<file path="config.mk">
export PLATFORM = sky130hd
export DESIGN_NAME = cnn_iter_scheduler
export DESIGN_NICKNAME = d
export VERILOG_FILES = /design/src/rtl/cnn_pkg.sv /design/src/rtl/cnn_iter_scheduler.sv
export SDC_FILE = /design/constraint.sdc
export NUM_CORES = 1
export LEC_CHECK = 0
export BUFFER_PORTS_ARGS = -buffer_cell sky130_fd_sc_hd__buf_2
export CORE_ASPECT_RATIO = 1.1
export CORE_MARGIN = 2
export CORE_UTILIZATION = 54
export DETAILED_ROUTE_END_ITERATION = 6
export PLACE_DENSITY_LB_ADDON = 0.12
export SLEW_MARGIN = 10
export SYNTH_ARGS = -nofsm -noshare
export SYNTH_HDL_FRONTEND = slang
export SYNTH_SLANG_ARGS = --single-unit
export TNS_END_PERCENT = 10
</file>
<file path="constraint.sdc">
create_clock -name clk -period 4.1 [get_ports clk]
set_input_delay 0.41 -clock clk [delete_from_list [all_inputs] [get_ports clk]]
set_output_delay 0.41 -clock clk [all_outputs]
set_load 0.05 [all_outputs]
</file>
<file path="src/rtl/cnn_pkg.sv">
// -----------------------------------------------------------------------------
// cnn_pkg
// Shared constants and types for the 4x4 CNN cell array.
//   WIDTH    : template/input word width; state words are 2*WIDTH
//   CELLS    : number of cells in the array (row-major 4x4)
//   CELL_W   : width of a cell index
//   PIPE_LAT : datapath latency from window issue to result capture
//   sched_state_t : iteration scheduler state encoding
// -----------------------------------------------------------------------------
package cnn_pkg;

    localparam int WIDTH    = 9;
    localparam int CELLS    = 16;
    localparam int CELL_W   = $clog2(CELLS);
    localparam int PIPE_LAT = 1;

    typedef enum logic [2:0] {
        S_IDLE   = 3'd0,
        S_INIT   = 3'd1,
        S_RUN    = 3'd2,
        S_DRAIN  = 3'd3,
        S_COMMIT = 3'd4,
        S_DONE   = 3'd5
    } sched_state_t;

endpackage

</file>
<file path="src/rtl/cnn_iter_scheduler.sv">
// -----------------------------------------------------------------------------
// cnn_iter_scheduler
// Sequences the CNN datapath through repeated sweeps of the 16 cells until
// either no cell's Y changed during a sweep (converged) or the iteration limit
// is reached. One sweep: 16 issue cycles (RUN), one drain cycle for the last
// capture (DRAIN), then COMMIT to start another sweep or DONE to finish.
//
// Ports
//   clk, rst        : rising-edge clock, synchronous active-high reset
//   start           : request a run (accepted in IDLE only)
//   abort           : cancel the run in progress, back to IDLE
//   max_iter        : iteration limit, latched on start (0 means 1)
//   y_new, y_old    : new and previous Y of the cell being captured
//   busy            : high in every state except IDLE
//   init_load       : pulse, datapath loads Initial_X into all X
//   cell_valid/idx  : cell whose window is presented this cycle
//   capture_en/idx  : cell whose result is written this cycle
//   commit          : pulse, copy next state into working state
//   done            : pulse, run finished
//   converged       : with done, the final sweep changed no Y; held to next start
//   iter_count      : completed iterations
// -----------------------------------------------------------------------------
module cnn_iter_scheduler #(
    parameter int WIDTH  = cnn_pkg::WIDTH,
    parameter int ITER_W = 8
) (
    input  logic                      clk,
    input  logic                      rst,
    input  logic                      start,
    input  logic                      abort,
    input  logic [ITER_W-1:0]         max_iter,
    input  logic signed [2*WIDTH-1:0] y_new,
    input  logic signed [2*WIDTH-1:0] y_old,
    output logic                      busy,
    output logic                      init_load,
    output logic                      cell_valid,
    output logic [3:0]                cell_idx,
    output logic                      capture_en,
    output logic [3:0]                capture_idx,
    output logic                      commit,
    output logic                      done,
    output logic                      converged,
    output logic [ITER_W-1:0]         iter_count
);

    import cnn_pkg::*;

    localparam logic [3:0] LAST_CELL = 4'(CELLS - 1);

    sched_state_t      state;
    logic [ITER_W-1:0] limit;
    logic              changed;

    logic              y_diff;
    logic              changed_now;
    logic [ITER_W-1:0] iter_inc;

    // NOTE: every signal written in always_comb gets a default first so no
    // path leaves it unassigned, which would otherwise infer a latch.
    always_comb begin
        y_diff      = (y_new != y_old);
        changed_now = changed;
        if (capture_en) begin
            // The first capture of a sweep restarts the flag.
            changed_now = (capture_idx == 4'd0) ? y_diff : (changed | y_diff);
        end
        iter_inc = (iter_count == '1) ? iter_count : iter_count + 1'b1;
    end

    // NOTE: state and registered outputs are written with non-blocking
    // assignments so every reader sees the pre-edge value within this block.
    always_ff @(posedge clk) begin
        if (rst) begin
            state       <= S_IDLE;
            limit       <= ITER_W'(1);
            changed     <= 1'b0;
            busy        <= 1'b0;
            init_load   <= 1'b0;
            cell_valid  <= 1'b0;
            cell_idx    <= 4'd0;
            capture_en  <= 1'b0;
            capture_idx <= 4'd0;
            commit      <= 1'b0;
            done        <= 1'b0;
            converged   <= 1'b0;
            iter_count  <= '0;
        end else begin
            // Pulses default low; the capture stage trails issue by PIPE_LAT=1.
            init_load   <= 1'b0;
            commit      <= 1'b0;
            done        <= 1'b0;
            capture_en  <= cell_valid;
            capture_idx <= cell_idx;
            changed     <= changed_now;

            if (abort && state != S_IDLE) begin
                // Abort beats every other transition; iter_count is kept.
                state      <= S_IDLE;
                busy       <= 1'b0;
                cell_valid <= 1'b0;
                capture_en <= 1'b0;
            end else begin
                unique case (state)
                    S_IDLE: begin
                        if (start && !abort) begin
                            limit      <= (max_iter == '0) ? ITER_W'(1) : max_iter;
                            iter_count <= '0;
                            converged  <= 1'b0;
                            busy       <= 1'b1;
                            init_load  <= 1'b1;
                            state      <= S_INIT;
                        end
                    end
                    S_INIT, S_COMMIT: begin
                        cell_valid <= 1'b1;
                        cell_idx   <= 4'd0;
                        state      <= S_RUN;
                    end
                    S_RUN: begin
                        if (cell_idx == LAST_CELL) begin
                            cell_valid <= 1'b0;
                            state      <= S_DRAIN;
                        end else begin
                            cell_idx <= cell_idx + 4'd1;
                        end
                    end
                    S_DRAIN: begin
                        // changed_now already folds in the cell-15 capture
                        // happening in this very cycle.
                        iter_count <= iter_inc;
                        if (!changed_now || iter_inc == limit) begin
                            done      <= 1'b1;
                            converged <= !changed_now;
                            state     <= S_DONE;
                        end else begin
                            commit <= 1'b1;
                            state  <= S_COMMIT;
                        end
                    end
                    S_DONE: begin
                        busy  <= 1'b0;
                        state <= S_IDLE;
                    end
                    default: begin
                        busy       <= 1'b0;
                        cell_valid <= 1'b0;
                        state      <= S_IDLE;
                    end
                endcase
            end
        end
    end

endmodule
</file>
==> flow_summary.json, run 1 <==
{
  "setup_tns_ns": 0,
  "rsz0062_at_grt": "no",
  "dr.first_iter.drc_count": 115,
  "leakagePower_nw": 1.130,
  "period_minus_slack_ns": 2.198,
  "finalMaxSlewViolations": 0,
  "min_period_over_period_pct": 53.60,
  "synthTopCellsByCount": "dfxtp_1 (35), nor2_1 (21), xor2_1 (20)",
  "gp_congestion": 0.8975,
  "grt_util_all_layers_pct": 23.16,
  "setup_slack_ns": 1.902,
  "seq_area_frac_synth_pct": 33.94,
  "rows": 23,
  "hold_violations": 0,
  "grt_pass1_vias": 1842,
  "start_kind": "flop",
  "syn-instance-count": 246,
  "setup_viol": 0,
  "max_freq_mhz": 455.0,
  "vdd_ir_drop_max_mv": 0.2610,
  "slew_headroom_pct": 48.59,
  "hold_start": "max_iter[5]",
  "cts_sinks": 35,
  "synth_top_area_share_pct": 33.94,
  "cts_buffers": 5,
  "die_x_um": 62.96,
  "antenna_cells": 0,
  "postCtsSetupBuffers": 0,
  "yosysUniqueCellTypes": 54,
  "async_reset_ff_share_pct": 0,
  "syn-cell-area_um2": 2064,
  "synth_top_flop_cell": "dfxtp_1",
  "synth-edff-count": 0,
  "layout.nets": 359,
  "area_growth_pct": 19.52,
  "start_util_pct": 56.49,
  "dr.pass1.iters": 4,
  "cp_max_fo": 8,
  "crit_family": "simple AND/OR/NAND/NOR gates",
  "core_area_um2": 3655,
  "grt_antenna_before_repair": 0,
  "worstReg2RegStart": "iter_count[0]$_SDFFE_PP0P_",
  "dp_slack_ns": 1.947,
  "synthTopCellsByArea": "dfxtp_1 (34%), xor2_1 (8.5%), mux2i_1 (4.8%), nor2_1 (3.8%), a21oi_1 (3.6%)",
  "maxCapViolations": 0,
  "tightest_slew_ns": 0.7683,
  "dieArea_um2": 4334,
  "wl_um": 4797,
  "crit_type": "reg2reg",
  "powerDensity_nw_per_um2": 320.9,
  "yosysTopAreaCell": "dfxtp_1",
  "required_ns": 4.26,
  "cp_num_buf_inv": 0,
  "synth_fp_nets": 296,
  "synth_warnings": 0,
  "wl_per_cell_um": 13.36,
  "syn_avg_cell_area_um2": 8.392,
  "arrival_ns": 2.36,
  "critical_path.endpoint_type": "flop",
  "cts_max_level": 2,
  "synth_most_common_cell": "dfxtp_1",
  "hold_path_class": "in2reg",
  "routed_via_density": 5.401,
  "postRouteAntennaNets": 0,
  "drc": 0,
  "drive_above_1_share_pct": 27.83,
  "status": "completed",
  "post_cts_resized": 0,
  "dp_hpwl_um": 3533,
  "slowest_delay_ns": 0.45,
  "cts_tree": "yes",
  "clock_path_buffers": 2,
  "io_buffers": 70,
  "io_pins": 71,
  "ys_ff_latch": 35,
  "clk_pin_slew_ns": 0.07,
  "cts.root.buffer_cell": "clkbuf_8",
  "crit_start": "iter_count[0]$_SDFFE_PP0P_",
  "hold_buffers": 0,
  "fin_skew_ns": 0.007876,
  "insertion_delay_ns": 0.28,
  "via_count": 1939,
  "overflow": 0,
  "crit_slowest_cell": "dfxtp_1",
  "grt_pass1_wl_um": 7941,
  "cp_cell_sequence": "ha_1 -> nand4_1 -> o22ai_1 -> o21ai_0 -> nor4bb_1 -> and4_1 -> o31ai_2",
  "die_y_um": 68.85,
  "grt_max_degree": 24
}
==> registers in the layout, indices dropped and copies added (netlist names) <==
signal / flops
iter_count: 8
changed: 1
done: 1
cell_valid: 1
commit: 1
state: 3
init_load: 1
busy: 1
cell_idx: 4
limit: 8
capture_idx: 4
converged: 1
capture_en: 1
==> layout make-up <==
cell class | instances | area (µm²)
sequential | 35 | 700.7
tap | 50 | 62.56
inverter | 5 | 18.77
clock inverter | 1 | 5.005
fill | 322 | 1187
clock buffer | 6 | 82.58
timing repair buffer | 70 | 350.3
multi-input combinational | 192 | 1247
==> power breakdown <==
group	internal (mW)	switching, mW
registers	0.356	0.0199
logic	0.0700	0.0958
clock network	0.132	0.118
==> stage by stage <==
| step | instance area [µm²] | util, % | instances | total power [mW] | hold slack (ns) |
|---|---|---|---|---|---|
| final | 2467 | 67.51 | 359 | 0.7919 | 0.3737 |
| after global routing | 2467 | 67.51 | 359 | 0.8332 | 0.3724 |
| after CTS | 2467 | 67.51 | 359 | 0.7981 | 0.3726 |
| after detailed placement | 2380 | 65.11 | 352 | 0.5491 | 0.4518 |
| after floorplan | 2064 | - | 246 | 0.4998 | 0.4745 |
| after global placement | 2380 | 65.11 | 352 | 0.5464 | 0.4479 |
==> worst register-to-register path, cell delays in order, from the launching register on <==
cell      delay [ns]
dfxtp_1         0.45
ha_1            0.36
nand4_1         0.21
o22ai_1         0.20
o21ai_0         0.11
nor4bb_1        0.37
and4_1          0.29
o31ai_2         0.08
==> cells by family after synthesis <==
| family | synth area share, % |
|---|---|
| and+or+nand+nor | 29.09 |
| AOI/OAI and AO/OA | 14.24 |
| DFF | 33.94 |
| xor gates and xnor gates | 11.03 |
| buffers and inverters | 5.636 |
| muxes | 4.849 |
| adders and majority gates | 1.212 |
==> path summary, 6_finish.rpt <==
kind	endpoint	slack [ns]	depth (start not counted)
hold / removal	limit[5]$_SDFFE_PP0P_	0.37	3
setup reg to reg	converged$_SDFFE_PP0P_	1.90	7
setup / recovery	converged$_SDFFE_PP0P_	1.90	7
hold reg to reg	busy$_SDFFE_PP0P_	0.46	2
==> layout by cell type, fill, tap and decap left out, types with 10 or more instances in the layout <==
cell | netlist | routed
buf_2 | 3 | 70
mux2i_1 | 10 | 10
dfxtp_1 | 35 | 35
a21oi_1 | 15 | 15
nand3_1 | 14 | 14
nor2_1 | 21 | 21
nand2_1 | 16 | 16
xor2_1 | 20 | 20
==> metal layers <==
metal | GRT usage [%] | wire, µm | vias up
met4 | 12.22 | 44 | 0
met5 | 0 | 0 | -
met2 | 36.84 | 2168 | 70
met3 | 5.844 | 322 | 4
met1 | 29.33 | 2261 | 856
li1 | - | - | 1009
Power figures use the tool's default switching activity.
==> run 2, diff against run 1 <==
CORE_UTILIZATION = 45   (was 54)
clock period = 1.9 ns   (was 4.1 ns; I/O delays follow)
==> flow_summary.json, run 2 (synthesis results as in run 1) <==
{
  "overflow": 0,
  "cp_max_fo": 4,
  "final_common_cell": "buf_2",
  "rows": 25,
  "wl_um": 5256,
  "reg_top3": "iter_count: 8 flops, limit: 8 flops",
  "critical_path.endpoint_type": "flop",
  "period_minus_slack_ns": 1.873,
  "dr.pass1.iters": 4,
  "total_power_mw": 1.817,
  "grt_max_degree": 13,
  "internal_power_mw": 1.271,
  "fin_skew_ns": 0.008807,
  "dieArea_um2": 5146,
  "max_freq_mhz": 533.9,
  "placed_area_um2": 2531,
  "io_buffers": 70,
  "seq_power_share_pct": 44.1,
  "dp_slack_ns": 0.005984,
  "cp_num_buf_inv": 0,
  "finalMaxSlewViolations": 0,
  "wl_per_cell_um": 13.69,
  "antenna_cells": 0,
  "rsz0062_at_grt": "yes",
  "grt_pass1_vias": 1741,
  "leakagePower_nw": 1.248,
  "die_y_um": 75.04,
  "core_area_um2": 4348,
  "setup_slack_ns": 0.02689,
  "grt_antenna_before_repair": 0,
  "start_util_pct": 47.48,
  "powerDensity_nw_per_um2": 677.2,
  "hold_violations": 0,
  "cp_cell_sequence": "ha_4 -> nand4_1 -> o21ai_2 -> mux2i_1 -> nor4_2 -> and4_1 -> o31ai_2",
  "cts_buffers": 5,
  "start_kind": "flop",
  "insertion_delay_ns": 0.30,
  "dp_hpwl_um": 3942,
  "dr.first_iter.drc_count": 103,
  "crit_slowest_cell": "dfxtp_4",
  "final_util_pct": 61.73,
  "arrival_ns": 2.05,
  "combinationalPowerShare_pct": 21.4,
  "slew_headroom_pct": 76.89,
  "vdd_ir_drop_max_mv": 0.5889,
  "power_switching_share_pct": 30.06,
  "fin_area_um2": 2684,
  "crit_type": "reg2reg",
  "hold_path_class": "in2reg",
  "mostFrequentLayoutCells": "buf_2 (70), dfxtp_1 (26), nor2_1 (21)",
  "cts_max_level": 2,
  "layout.nets": 379,
  "postRouteAntennaNets": 0,
  "gp_congestion": 0.9153,
  "whs_ns": 0.1450,
  "final_cells": 384,
  "grt_util_all_layers_pct": 20.28,
  "cts_sinks": 35,
  "min_period_over_period_pct": 98.58,
  "io_pins": 71,
  "crit_family": "simple AND/OR/NAND/NOR gates",
  "dp_cells": 373,
  "status": "completed",
  "cts.root.buffer_cell": "clkbuf_8",
  "via_count": 2049,
  "grt_pass1_wl_um": 7845,
  "p_clk_share_pct": 34.5,
  "clock_path_buffers": 2,
  "die_x_um": 68.58,
  "routed_via_density": 5.336,
  "cts_tree": "yes",
  "setup_viol": 0,
  "tightest_slew_ns": 0.3437,
  "drive_above_1_share_pct": 36.06,
  "setup_tns_ns": 0,
  "clk_pin_slew_ns": 0.08,
  "maxCapViolations": 0,
  "required_ns": 2.08,
  "drc": 0,
  "area_growth_pct": 30.00,
  "fill_cells": 383,
  "p_switching_mw": 0.5462,
  "slowest_delay_ns": 0.36
}
run 2: path summary, 6_finish.rpt:
path                              start                      to  slack [ns]  cells after the start
max          iter_count[1]$_SDFFE_PP0P_  converged$_SDFFE_PP0P_        0.03                      7
min                         max_iter[7]   limit[7]$_SDFFE_PP0P_        0.14                      3
max reg2reg  iter_count[1]$_SDFFE_PP0P_  converged$_SDFFE_PP0P_        0.03                      7
min reg2reg           busy$_SDFFE_PP0P_       busy$_SDFFE_PP0P_        0.47                      2
run 2: routing by layer:
metal	global-route usage [%]	wire [µm]
met2	31.62	2276
met3	4.185	403
met1	27.62	2502
met4	7.333	74
met5	0	0
run 2: area by class of cell:
cell class | count | area [µm²] | share of cell area (%)
Inverter | 5 | 18.77 | 0.6993
Timing Repair Buffer | 90 | 500.5 | 18.65
Clock buffer | 6 | 93.84 | 3.497
Clock inverter | 2 | 13.76 | 0.5128
Multi-Input combinational cell | 192 | 1270 | 47.32
Tap cell | 54 | 67.56 | 2.517
Sequential cell | 35 | 719.4 | 26.81
run 2: timing repair:
| item | CTS | global route |
|---|---|---|
| endpoints found under the hold margin | 0 | 0 |
| resized for setup | 1 | 4 |
| hold buffers | 0 | 0 |
| pin swaps | 2 | 8 |
| endpoints found under the setup margin | 1 | 4 |
| setup buffers | 0 | 3 |
run 2: tightest hold or removal path, stage by stage:
cell and delay [ns]:
buf_2 0.09, mux2i_1 0.06, nor2_1 0.07
run 2: power by group through the flow:
stage | sequential, mW | combinational, mW | clock [mW]
after floorplan | 0.855 | 0.220 | 0
after global placement | 0.816 | 0.382 | 0
after detailed placement | 0.817 | 0.385 | 0
after CTS | 0.800 | 0.387 | 0.635
after global routing | 0.807 | 0.429 | 0.668
final | 0.801 | 0.389 | 0.627
==> run 3, diff against run 2 <==
CORE_UTILIZATION = 54   (was 45)
clock period = 2.3 ns   (was 1.9 ns; I/O delays follow)
==> flow_summary.json, run 3 (synthesis results as in run 1) <==
{
  "cp_max_fo": 8,
  "cts_tree": "yes",
  "grt_pass1_wl_um": 8162,
  "rsz0062_at_grt": "no",
  "final_cells": 362,
  "final_common_cell": "buf_2",
  "io_buffers": 70,
  "core_area_um2": 3655,
  "fin_skew_ns": 0.01216,
  "layout.nets": 362,
  "required_ns": 2.46,
  "via_count": 2003,
  "setup_viol": 0,
  "period_minus_slack_ns": 2.139,
  "status": "completed",
  "dp_cells": 355,
  "powerDensity_nw_per_um2": 570.8,
  "dr.first_iter.drc_count": 151,
  "hold_violations": 0,
  "dp_slack_ns": 0.1726,
  "area_growth_pct": 20.73,
  "hold_buffers": 0,
  "cts.root.buffer_cell": "clkbuf_8",
  "gp_congestion": 0.8643,
  "wl_um": 4996,
  "rows": 23,
  "routed_via_density": 5.533,
  "insertion_delay_ns": 0.29,
  "grt_max_degree": 24,
  "hold_path_class": "in2reg",
  "clock_path_buffers": 2,
  "arrival_ns": 2.30,
  "setup_slack_ns": 0.1613,
  "tightest_slew_ns": 0.5966,
  "crit_type": "reg2reg",
  "max_freq_mhz": 467.6,
  "grt_pass1_vias": 1810,
  "vdd_ir_drop_max_mv": 0.4687,
  "dieArea_um2": 4334,
  "slew_headroom_pct": 60.12,
  "dp_hpwl_um": 3743,
  "min_period_over_period_pct": 92.99,
  "drive_above_1_share_pct": 28.85,
  "maxCapViolations": 0,
  "worst-r2r-setup-slack_ns": 0.16,
  "reg_top3": "iter_count: 8 flops, limit: 8 flops",
  "fill_cells": 326,
  "cts_sinks": 35,
  "leakagePower_nw": 1.144,
  "start_util_pct": 56.49,
  "die_y_um": 68.85,
  "io_pins": 71,
  "setup_tns_ns": 0,
  "critical_path.endpoint_type": "flop",
  "antenna_cells": 0,
  "clk_pin_slew_ns": 0.08,
  "cts_buffers": 5,
  "postRouteAntennaNets": 0,
  "grt_antenna_before_repair": 0,
  "mostFrequentLayoutCells": "buf_2 (70), dfxtp_1 (35), nor2_1 (21)",
  "finalMaxSlewViolations": 0,
  "grt_util_all_layers_pct": 23.88,
  "wl_per_cell_um": 13.80,
  "cts_max_level": 2,
  "overflow": 0,
  "drc": 0,
  "die_x_um": 62.96,
  "start_kind": "flop",
  "dr.pass1.iters": 4
}
==> run 3: cell count changes in the layout (fill, tap and decap cells not counted), sizes merged <==
cell,before,now
buf,90,73
clkinv,2,1
==> run 3: layer usage <==
metal  GRT usage, %  vias up  part of all wire [%]
li1               -     1010                     -
met5              0        -                     0
met4          8.056        0                   1.1
met3          5.844        7                   5.6
met1          29.56      926                    46
met2          41.22       60                    48
==> run 3: cell type report <==
type | count | area (µm²) | share of cell area [%]
repair buffers | 73 | 372.9 | 14.96
clock inverters | 1 | 5.005 | 0.2008
inverters | 5 | 18.77 | 0.7530
flip-flops and latches | 35 | 700.7 | 28.11
clock buffers | 6 | 82.58 | 3.313
multi-input cells | 192 | 1250 | 50.15
well taps | 50 | 62.56 | 2.510
==> run 3: stage by stage <==
step,power [mW],hold slack [ns],area [µm²],util (%)
3_5_place_dp,0.9816,0.4593,2402,65.73
4_1_cts,1.434,0.1912,2490,68.13
5_1_grt,1.501,0.1992,2492,68.20
6_report,1.423,0.1961,2492,68.20
3_3_place_gp,0.9743,0.4491,2402,65.73
2_1_floorplan,0.8910,0.3134,2064,-
==> run 3: path summary, 6_finish.rpt <==
path,cells past startpoint,from,end
hold / removal,3,max_iter[2],limit[2]$_SDFFE_PP0P_
hold reg to reg,2,busy$_SDFFE_PP0P_,busy$_SDFFE_PP0P_
setup reg to reg,7,iter_count[1]$_SDFFE_PP0P_,converged$_SDFFE_PP0P_
setup / recovery,7,iter_count[1]$_SDFFE_PP0P_,converged$_SDFFE_PP0P_
==> run 3: timing repair <==
| action | CTS | global route |
|---|---|---|
| gates resized for setup | 0 | 1 |
| endpoints found under the hold margin | 0 | 0 |
| endpoints found under the setup margin | 0 | 4 |
| buffers inserted | 0 | 0 |
==> run 3: where the power goes <==
| group | internal (mW) | switching, mW | leakage, nW |
|---|---|---|---|
| combinational | 0.125 | 0.173 | 0.813 |
| sequential | 0.635 | 0.0365 | 0.284 |
| clock | 0.235 | 0.217 | 0.0470 |
==> run 3: critical path, stage by stage (launching register included) <==
cell	delay [ns]
dfxtp_1	0.44
ha_2	0.31
nand4_1	0.19
o22ai_1	0.21
o21ai_0	0.11
nor4bb_1	0.38
and4_1	0.29
o31ai_2	0.08
